**src/rtl/dzcpu_useq.sv**
```systemverilog
// Micro-op sequencer: latches the fetched mOp, loads uPC from the LUT, walks the uop ROM by flow code.
// Optional trace counters are enabled with `define DZCPU_USEQ_TRACE_EN.
module dzcpu_useq #(
    parameter int UOP_W    = 12,
    parameter int FLOW_W   = 3,
    parameter int OPC_W    = 5,
    parameter int OPR_W    = 4,
    parameter int MAX_UOPS = 32
) (
    input  logic             iClock,
    input  logic             iReset,
    input  logic             iStall,
    input  logic [7:0]       iMemData,
    input  logic [7:0]       iLutIdx,
    input  logic [7:0]       iCbLutIdx,
    input  logic [UOP_W-1:0] iUop,
    input  logic             iZero,
    output logic [7:0]       oMop,
    output logic [7:0]       oUopAddr,
    output logic             oUopValid,
    output logic [OPC_W-1:0] oOpc,
    output logic [OPR_W-1:0] oOpr,
    output logic             oIncPc,
    output logic             oMopDone,
    output logic             oUcodeErr,
    output logic [15:0]      oTraceCnt,
    output logic [7:0]       oTraceMop
);

    localparam logic [1:0] ST_FETCH  = 2'd0;
    localparam logic [1:0] ST_DECODE = 2'd1;
    localparam logic [1:0] ST_EXEC   = 2'd2;

    localparam logic [FLOW_W-1:0] FL_OP        = FLOW_W'(0);
    localparam logic [FLOW_W-1:0] FL_INC       = FLOW_W'(1);
    localparam logic [FLOW_W-1:0] FL_EOF       = FLOW_W'(2);
    localparam logic [FLOW_W-1:0] FL_INC_EOF   = FLOW_W'(3);
    localparam logic [FLOW_W-1:0] FL_INC_EOF_Z = FLOW_W'(4);
    localparam logic [FLOW_W-1:0] FL_JCB       = FLOW_W'(5);

    localparam logic [7:0] CNT_LAST = 8'(MAX_UOPS - 1);

    logic [1:0]        state, state_nxt;
    logic [7:0]        upc, upc_nxt;
    logic [7:0]        count;
    logic [FLOW_W-1:0] flow;
    logic              uop_valid, inc_pc, mop_done, err_set, terminal;

    assign flow      = iUop[UOP_W-1 -: FLOW_W];
    assign oOpc      = iUop[OPC_W+OPR_W-1 : OPR_W];
    assign oOpr      = iUop[OPR_W-1:0];
    assign oUopAddr  = upc;
    assign oUopValid = uop_valid;
    assign oIncPc    = inc_pc;
    assign oMopDone  = mop_done;

    // NOTE: every signal driven here gets a default first, so no path can leave one unassigned and infer a latch.
    always_comb begin
        uop_valid = 1'b0;
        inc_pc    = 1'b0;
        mop_done  = 1'b0;
        err_set   = 1'b0;
        terminal  = 1'b0;
        upc_nxt   = upc;
        state_nxt = state;
        case (state)
            ST_FETCH:  state_nxt = ST_DECODE;
            ST_DECODE: begin
                upc_nxt   = iLutIdx;
                state_nxt = ST_EXEC;
            end
            ST_EXEC: begin
                uop_valid = 1'b1;
                case (flow)
                    FL_OP:  upc_nxt = upc + 8'd1;
                    FL_INC: begin
                        inc_pc  = 1'b1;
                        upc_nxt = upc + 8'd1;
                    end
                    FL_EOF: begin
                        mop_done = 1'b1;
                        terminal = 1'b1;
                    end
                    FL_INC_EOF: begin
                        inc_pc   = 1'b1;
                        mop_done = 1'b1;
                        terminal = 1'b1;
                    end
                    FL_INC_EOF_Z: begin
                        inc_pc = 1'b1;
                        if (iZero) begin
                            uop_valid = 1'b0;
                            mop_done  = 1'b1;
                            terminal  = 1'b1;
                        end else begin
                            upc_nxt = upc + 8'd1;
                        end
                    end
                    FL_JCB: begin
                        inc_pc  = 1'b1;
                        upc_nxt = iCbLutIdx;
                    end
                    default: begin
                        err_set  = 1'b1;
                        mop_done = 1'b1;
                        terminal = 1'b1;
                    end
                endcase
                // Runaway guard: the last permitted uop must retire the mOp itself.
                if (!terminal && count == CNT_LAST) begin
                    err_set  = 1'b1;
                    mop_done = 1'b1;
                    terminal = 1'b1;
                end
                if (terminal) state_nxt = ST_FETCH;
            end
            default: state_nxt = ST_FETCH;
        endcase
        if (iStall) begin
            uop_valid = 1'b0;
            inc_pc    = 1'b0;
            mop_done  = 1'b0;
            err_set   = 1'b0;
            upc_nxt   = upc;
            state_nxt = state;
        end
    end

    always_ff @(posedge iClock) begin
        if (iReset) begin
            state     <= ST_FETCH;
            upc       <= 8'd0;
            count     <= 8'd0;
            oMop      <= 8'h00;
            oUcodeErr <= 1'b0;
        end else begin
            state <= state_nxt;
            upc   <= upc_nxt;
            if (!iStall) begin
                if (state == ST_FETCH) oMop <= iMemData;
                if (state == ST_DECODE) count <= 8'd0;
                else if (state == ST_EXEC) count <= count + 8'd1;
            end
            if (err_set) oUcodeErr <= 1'b1;
        end
    end

`ifdef DZCPU_USEQ_TRACE_EN
    logic [15:0] trace_cnt;
    logic [7:0]  trace_mop;

    always_ff @(posedge iClock) begin
        if (iReset) begin
            trace_cnt <= 16'd0;
            trace_mop <= 8'd0;
        end else if (mop_done) begin
            trace_cnt <= trace_cnt + 16'd1;
            trace_mop <= oMop;
        end
    end

    assign oTraceCnt = trace_cnt;
    assign oTraceMop = trace_mop;
`else
    assign oTraceCnt = 16'd0;
    assign oTraceMop = 8'd0;
`endif

endmodule
```
**config.mk**
```make
export PLATFORM = sky130hd
export DESIGN_NAME = dzcpu_useq
export DESIGN_NICKNAME = d
export VERILOG_FILES = /design/src/rtl/dzcpu_useq.sv
export SDC_FILE = /design/constraint.sdc
export NUM_CORES = 1
export LEC_CHECK = 0
export ABC_AREA = 1
export CORE_UTILIZATION = 40
export DETAILED_ROUTE_END_ITERATION = 16
export HOLD_SLACK_MARGIN = 0.15
export PLACE_DENSITY = 0.82
export SKIP_LAST_GASP = 1
export SLEW_MARGIN = 0
export SYNTH_ARGS = -nofsm -noshare
export SYNTH_HDL_FRONTEND = slang
export SYNTH_SLANG_ARGS = --single-unit
```
**constraint.sdc**
```tcl
create_clock -name iClock -period 1.76 [get_ports iClock]
set_input_delay 0.352 -clock iClock [delete_from_list [all_inputs] [get_ports iClock]]
set_output_delay 0.352 -clock iClock [all_outputs]
set_load 0.005 [all_outputs]
```
* After elaboration in Yosys (flattened, before gate mapping)
Index checks and enable logic that the tools add are counted.
** Word-level totals
- Register bits after elaboration :: 27
- Bits of input ports :: 40
- Word-level logic and storage cells :: 58
- Output and inout bits :: 53
** Cells by class
- Mux-type cells :: 26
- Bitwise gates (word level) :: 1
- Equal/unequal tests :: 11
- Reductions and logical operators :: 13
- $add $sub $neg :: 2
** Operators by type and width (count)
- $mux W8 :: 3
- $pmux W8 S3 :: 1
- $mux W1 :: 18
- $add A8 B1 Y8 const B :: 2
- $pmux W8 S2 :: 1
- $eq A8 B5 Y1 const B :: 1
- $eq A3 B2 Y1 const B :: 2
- $eq A3 B3 Y1 const B :: 2
- $pmux W2 S3 :: 1
- $reduce_and A2 Y1 :: 3
- $reduce_or A6 Y1 :: 1
- $ne A4 B2 Y1 const B :: 1
- $reduce_and A4 Y1 :: 1
- $reduce_or A4 Y1 :: 1
- $eq A3 B1 Y1 const B :: 1
- $logic_not A3 Y1 :: 1
- $ne A3 B3 Y1 const B :: 1
- $reduce_or A3 Y1 :: 1
- $eq A2 B1 Y1 const B :: 1
- $eq A2 B2 Y1 const B :: 1
- $logic_not A2 Y1 :: 1
- $mux W2 :: 1
- $ne A2 B1 Y1 const B :: 1
- $pmux W1 S2 :: 1
- 5 further kinds :: 5

* Depth between registers and ports, before layout
Gate-level depths: netlist (run 1).
- Word-level depth :: 10
- Gate-level depth with buffers :: 10
- Mapped depth without buffers :: 10

* Worst setup path before layout (run 1)
OpenSTA, ideal clock, no wires.
- Kind :: register -> output
- Start :: register state[0]
- End :: output oMopDone
- Arrival time :: 1.228 ns
- Stages on the path, launching flop included :: 8
- Buffers on the path :: 1
- Required time :: 1.408 ns
- Slack :: 0.180 ns
- Cells stage by stage :: dfxtp_1 > inv_1 > ha_1 > inv_1 > buf_2 > nor2_1 > inv_1 > a21oi_1
** On the way
- Cells in the longest elaborated chain, start to end :: 3
** Ends and longest elaborated chain
- from (decl) :: line 43 : logic [1:0] state, state_nxt;
- from (signal assigned) :: line 137 : state <= state_nxt;
- $eq A2 B2 Y1 :: line 66 : case (state)
- $mux W1 :: line 66
- $mux W1 :: line 119 : if (iStall) begin
- to (decl) :: line 24 : output logic oMopDone,
No other way between the ends.

* Worst setup path after layout (run 1)
- Start :: input iUop[9]
- End :: output oMopDone
** On the way
- Cells in the longest elaborated chain, start to end :: 9
- Elaborated cells on any way between the ends :: 12
- Those cells by class :: eq/ne (3); mux (5); reduce/logical (4)
** Ends and longest elaborated chain
- from (decl) :: line 16 : input logic [UOP_W-1:0] iUop,
- $eq A3 B3 Y1, or another cell as far along :: line 74 : case (flow)
- $reduce_or A3 Y1 (no source line)
- $pmux W1 S2 (*) :: line 74
- $mux W1 :: line 66
- $logic_not A1 Y1 :: line 110 : if (!terminal && count == CNT_LAST) begin
- $logic_and A1 B1 Y1 :: line 110
- $mux W1 (*) :: line 110
- $mux W1 (*) :: line 66
- $mux W1 (*) :: line 119
Every way passes the cells marked *; elsewhere a longest branch is shown, timed or not. The select of a mux whose other input is x is not followed.

==> out/qor.yml, run 1 <==
cts.reportedPaths.clkPinSlew_ns: 0.09
synth_area_per_cell_um2: 6.33
timing.critical_path.mode_cell: "sky130_fd_sc_hd__nor2_2"
fmaxAchievable_ghz: 0.596
synth.top_cells.by_count: "61 x sky130_fd_sc_hd__nand2_1, 55 x sky130_fd_sc_hd__nor2_1, 34 x sky130_fd_sc_hd__buf_4"
grt_overflow_total: 0
cp.arrival_ns: 1.32
finalWirelength_mm: 4.17
setup_tns_ns: 0
switching_share_pct: 29.4
synth_top_family_by_area: "simple AND/OR/NAND/NOR gates"
synthTopCellsByArea: "sky130_fd_sc_hd__dfxtp_1 30%, sky130_fd_sc_hd__buf_4 14%, sky130_fd_sc_hd__nand2_1 13%"
drt_iter0_drc: 66
post-synth-top-area-fraction_pct: 29.6
worst_setup_path_start_kind: "input port"
grt_use_met3_pct: 4.36
worst_slack_ns: 0.0831
detail_route.drc_violations: 0
grt_pass1_wl_mm: 6.89
yosys.area_share.adder_pct: 4.12
tritoncts_clock_tree: "yes"
wire_per_inst_um: 10.3
antenna_found_initial: 0
die_area_um2: 4830
grt_max_degree: 19
grtUsageMet1_pct: 20.1
pin_count: 93
synth-compound-area-share_pct: 9.68
timing.final.crit_period_ns: 1.68
combinationalPowerShare_pct: 30.7
async_reset_ff_share_pct: 0
numCtsBuffers: 3
synth_enable_flop_cells: 0
fin_worst_hold_slack_ns: 0.459
synth_simple_gate_area_share_pct: 33.6
main_synth_ff_type: "sky130_fd_sc_hd__dfxtp_1"
yosys_warnings: 0
synth_area_leader_cell: "sky130_fd_sc_hd__dfxtp_1"
netlist-cell-type-count: 23
flow.area_growth_from_synthesis_pct: 38.1
grt_util_met2_pct: 31.6
finalClockSkew_ns: 0.00157
cap_violations: 0
clock-sinks: 27
detailedPlace.worstSlack_ns: -0.382
synth_cells: 288
cts_max_path_buffers: 2
status: "finished clean"
p_leak_nw: 1.21
std_cell_rows: 24
fp.coreArea_um2: 4350
fin_nets: 402
insertedDiodeCount: 0
power_per_cell_area_nw_per_um2: 604
yosys.area_share.xor_xnor_pct: 0.480
first_global_vias: 1645
final.period_utilization_pct: 95.3
detail_route.first_pass.iterations: 4
cp_data_required_time_ns: 1.41
detailroute.via_count: 1849
gp_congestion: 0.804
p_int_mw: 1.07
seq_area_frac_synth_pct: 29.6
clock_latency_ns: 0.27
gr-max-usage-layer: "met2"
filler_cell_count: 423
count_of_state_elements_after_synthesis: 27
vdd_drop_max_mv: 0.362
cts_htree_levels: 1
power.sequential.fraction_pct: 45.9
cp_max_fo: 2
routed_via_density: 4.54
critPathSlowestCell: "sky130_fd_sc_hd__clkdlybuf4s50_1"
synth_area_um2: 1820
max_stage_delay_ns: 0.41
pwr-share-clk_pct: 23.4
drtAntennaViolNets: 0
setup.worst_path.class: "in -> out"
cp_buf_inv_count: 3
timing.final.max_slew_violations: 0
timing.critical_path.cells: "clkdlybuf4s50_1 -> inv_1 -> nand2_1 -> nor2_2 -> nor2_2 -> a21oi_1 -> buf_2"
hold_path_class: "reg -> reg"
post-synth-top-count-cell: "sky130_fd_sc_hd__nand2_1"
post-dp-hpwl_mm: 3.29
cts.root.buffer_cell: "sky130_fd_sc_hd__clkbuf_8"
power_mw: 1.52
total_global_routing_track_utilization_pct: 17.3
post_route_cells_drive_above_1_share_pct: 15.8
initial_core_util_pct: 41.9
cpLargestDelayFamily: "buffers and inverters"
final-setup-viol-count: 0
total_switching_power_mw: 0.447
die_width_um: 69.5
muxShareOfSynthArea_pct: 0
hold_viol_final: 0
die_height_um: 69.5
portBuffers: 50
worstSetupEndpointType: "output port"
placed cells by master (no fill, tap or decap), types with 5 or more instances in the layout:
| cell type | n |
|---|---|
| sky130_fd_sc_hd__nand4_1 | 5 |
| sky130_fd_sc_hd__nor2_1 | 50 |
| sky130_fd_sc_hd__o21ai_0 | 15 |
| sky130_fd_sc_hd__buf_4 | 28 |
| sky130_fd_sc_hd__conb_1 | 24 |
| sky130_fd_sc_hd__dfxtp_1 | 23 |
| sky130_fd_sc_hd__a21oi_1 | 16 |
| sky130_fd_sc_hd__clkdlybuf4s50_1 | 44 |
| sky130_fd_sc_hd__inv_1 | 30 |
| sky130_fd_sc_hd__nand3_1 | 21 |
| sky130_fd_sc_hd__nand2_1 | 57 |
| sky130_fd_sc_hd__nand2_2 | 5 |
worst paths after layout:
path / from / endpoint / slack [ns] / cells past startpoint
max: iUop[9] / oMopDone / 0.08 / 7
min: oUcodeErr / oUcodeErr / 0.46 / 2
max reg2reg: state[0] / count[7] / 0.13 / 11
min reg2reg: oUcodeErr / oUcodeErr / 0.46 / 2
tightest hold or removal path, stage by stage, from the launching register on:
cell and delay, ns:
sky130_fd_sc_hd__dfxtp_1 0.32, sky130_fd_sc_hd__inv_1 0.05, sky130_fd_sc_hd__a21oi_1 0.05
sequential cells by signal, indices dropped and copies added, names as in the netlist:
name,count
state,2
oUopAddr,8
oUcodeErr,1
count,8
oMop,8
logic make-up after synthesis:
| logic type | Yosys count |
|---|---|
| AO/OA/AOI/OAI | 34 |
| AND/OR/NAND/NOR | 148 |
| other | 1 |
| adder cells (fa/ha/maj) | 6 |
| XOR/XNOR | 1 |
| flip-flops | 27 |
| buffers and inverters | 71 |
repair_timing:
action,4_1_cts,5_1_grt
hold buffers,0,0
setup buffers,1,0
pin swaps,3,9
endpoints found under the setup margin,3,6
gates resized for setup,21,15
power groups by stage:
stage,Combinational [mW],Clock (mW),Sequential (mW)
after global placement,0.446,0,0.709
after floorplan,0.273,0,0.707
after CTS,0.460,0.372,0.697
final,0.467,0.356,0.698
after detailed placement,0.458,0,0.710
after global routing,0.525,0.399,0.704
cell type report:
type | instances | area (um2) | area share, %
clock buffer | 4 | 45.0 | 1.79
inverter | 32 | 120 | 4.77
multi-input combinational | 213 | 1020 | 40.5
sequential | 27 | 546 | 21.7
tap | 52 | 65.1 | 2.58
timing repair buffer | 79 | 723 | 28.7
per-layer routing:
metal / up-vias / routed length, um
met5: - / 0
met4: 0 / 21
met3: 2 / 161
met2: 40 / 2150
met1: 829 / 1840
li1: 978 / -
metrics by stage:
step	area (um2)	instances	util [%]
2_1_floorplan	1910	311	-
3_3_place_gp	2420	403	55.6
3_5_place_dp	2420	403	55.6
4_1_cts	2470	407	56.7
5_1_grt	2520	407	57.8
6_report	2520	407	57.8
Note: power is estimated with default switching activity, not from simulation.
==> run 2, diff against run 1 <==
Settings changed: SKIP_LAST_GASP 1 to default.
Clock period 1.76 ns to 1.8 ns, I/O delays scaled along.
==> out/qor.yml, run 2 (synthesized netlist as in run 1, its figures left out) <==
status: "finished clean"  # unchanged
detailroute.via_count: 1923  # was 1849
layout.cells.most_common: "sky130_fd_sc_hd__nand2_1"  # unchanged
cts.reportedPaths.clkPinSlew_ns: 0.09  # about the same
finalWirelength_mm: 4.38  # was 4.17 mm
final-setup-viol-count: 0  # unchanged
drt_iter0_drc: 138  # was 66
insertedDiodeCount: 0  # unchanged
fin_worst_hold_slack_ns: 0.450  # was 0.459 ns
gp_congestion: 0.859  # was 0.804
worstSetupEndpointType: "output port"  # unchanged
die_area_um2: 4830  # unchanged
timing.critical_path.cells: "ha_1 -> nand2_1 -> nor2_2 -> nand2_1 -> a21oi_1 -> clkbuf_2"  # was clkdlybuf4s50_1 -> inv_1 -> nand2_1 -> nor2_2 -> nor2_2 -> a21oi_1 -> buf_2
finalClockSkew_ns: 0.00371  # was 0.00157 ns
placement.cell_area_um2: 2400  # was 2420 um2
worst_slack_ns: 0.0591  # was 0.0831 ns
drtAntennaViolNets: 0  # unchanged
grt_max_degree: 19  # unchanged
numCtsBuffers: 3  # unchanged
fmaxAchievable_ghz: 0.574
reg2reg_setup_slack_ns: 0.15  # was 0.13 ns
first_global_vias: 1801  # was 1645
routed_via_density: 4.71  # was 4.54
final.period_utilization_pct: 96.7
worst_setup_path_start_kind: "flip-flop"  # was input port
tritoncts_clock_tree: "yes"  # unchanged
layoutNonFillerInstCount: 408  # was 407
power.sequential.fraction_pct: 46.0  # was 45.9%
cap_violations: 0  # unchanged
initial_core_util_pct: 41.9  # unchanged
timing.critical_path.mode_cell: "sky130_fd_sc_hd__nand2_1"  # was sky130_fd_sc_hd__nor2_2
cp_buf_inv_count: 1  # was 3
detail_route.drc_violations: 0  # unchanged
cts_max_path_buffers: 2  # unchanged
cts.root.buffer_cell: "sky130_fd_sc_hd__clkbuf_8"  # unchanged
max_stage_delay_ns: 0.34  # was 0.41 ns
crit-reg2reg-capture: "count[5]"  # was count[7]
timing.final.max_slew_violations: 0  # unchanged
fin_nets: 403  # was 402
grt_pass1_wl_mm: 7.20  # was 6.89 mm
setup.worst_path.class: "reg -> out"  # was in -> out
hold_path_class: "reg -> reg"  # unchanged
power_per_cell_area_nw_per_um2: 597  # was 604 nW/um2
cpLargestDelayFamily: "flip-flops"  # was buffers and inverters
total_switching_power_mw: 0.439  # was 0.447 mW
pin_count: 93  # unchanged
portBuffers: 50  # unchanged
die_width_um: 69.5  # unchanged
antenna_found_initial: 0  # unchanged
pwr-share-clk_pct: 23.3  # was 23.4%
flow.area_growth_from_synthesis_pct: 36.9  # was 38.1%
p_int_mw: 1.05  # was 1.07 mW
detailedPlace.worstSlack_ns: -0.358  # was -0.382 ns
timing.final.crit_period_ns: 1.74
worstReg2RegStart: "state[1]"  # was state[0]
post-dp-hpwl_mm: 3.29  # about the same
combinationalPowerShare_pct: 30.8  # was 30.7%
rsz0062_at_grt: "true"
cp_data_required_time_ns: 1.44  # was 1.41 ns
worst_hold_path.num_cells: 2  # unchanged
clock_latency_ns: 0.27  # about the same
startpoint_of_the_most_critical_hold_path: "oUcodeErr"  # unchanged
worst-r2r-cell-count: 9  # was 11
worst-path-stages: 6  # was 7
post_route_cells_drive_above_1_share_pct: 14.9  # was 15.8%
std_cell_rows: 24  # unchanged
hold-path-endpoint: "oUcodeErr"  # unchanged
switching_share_pct: 29.5  # was 29.4%
p_leak_nw: 1.19  # was 1.21 nW
critPathSlowestCell: "sky130_fd_sc_hd__dfxtp_2"  # was sky130_fd_sc_hd__clkdlybuf4s50_1
total_global_routing_track_utilization_pct: 17.8  # was 17.3%
hold_viol_final: 0  # unchanged
dp.cells: 401  # was 403
fp.coreArea_um2: 4350  # unchanged
grt_overflow_total: 0  # unchanged
clock-sinks: 27  # unchanged
final_cell_mix: "60 x sky130_fd_sc_hd__nand2_1, 51 x sky130_fd_sc_hd__nor2_1, 46 x sky130_fd_sc_hd__clkdlybuf4s50_1"  # was 57 x sky130_fd_sc_hd__nand2_1, 50 x sky130_fd_sc_hd__nor2_1, 44 x sky130_fd_sc_hd__clkdlybuf4s50_1
die_height_um: 69.5  # unchanged
wire_per_inst_um: 10.7  # was 10.3 um
vdd_drop_max_mv: 0.270  # was 0.362 mV
power_mw: 1.49  # was 1.52 mW
detail_route.first_pass.iterations: 4  # unchanged
post-route-cell-area_um2: 2490  # was 2520 um2
cp.arrival_ns: 1.38  # was 1.32 ns
cp_max_fo: 3  # was 2
cts_htree_levels: 1  # unchanged
run 2: area by class of cell:
cell class / instances / area [um2]
Clock buffer: 4 / 45.0
Fill cell: 414 / 1860
Inverter: 32 / 120
Multi-Input combinational cell: 213 / 997
Sequential cell: 27 / 546
Tap cell: 52 / 65.1
Timing Repair Buffer: 80 / 722
run 2: how the worst max path moves through the flow:
| stage | startpoint | endpoint |
|---|---|---|
| 4_1_cts | iUop[9] | oMopDone |
| 5_1_grt | iUop[9] | oMopDone |
| 2_1_floorplan | state[0] | oMopDone |
| 6_report | count[0] | oMopDone |
| 3_5_place_dp | iStall | oMopDone |
| 3_3_place_gp | iStall | oIncPc |
run 2: metrics by stage:
| step | util, % | setup TNS [ns] |
|---|---|---|
| finish | 57.3 | 0 |
| floorplan | - | 0 |
| detailed placement | 55.2 | -1.86 |
| global route | 57.3 | -0.0236 |
| global placement | 55.2 | -1.67 |
| CTS | 56.6 | -0.0542 |
run 2: what timing repair did:
action | in CTS | in global routing
cloned | 0 | 0
setup endpoints to repair | 3 | 7
gates resized for setup | 15 | 12
pin swaps | 1 | 2
hold buffers | 0 | 0
buffers inserted | 1 | 2
run 2: power groups by stage:
stage               clock [mW]  combinational (mW)  sequential (mW)
global route             0.372               0.513            0.693
finish                   0.347               0.459            0.685
global placement             0               0.436            0.693
floorplan                    0               0.267            0.691
detailed placement           0               0.447            0.696
CTS                      0.359               0.451            0.684
run 2: tightest hold or removal path, cell delays in order (launching register included):
cell and delay, ns:
sky130_fd_sc_hd__dfxtp_1 0.32, sky130_fd_sc_hd__inv_1 0.04, sky130_fd_sc_hd__a21oi_1 0.05
run 2: layer usage:
metal  track usage (%)  vias to the layer above  wire, um
met2              32.0                       68      2310
li1                  -                      984         -
met4              7.03                        0         8
met3              3.05                        2       231
met5                 0                        -         0
met1              20.9                      869      1830
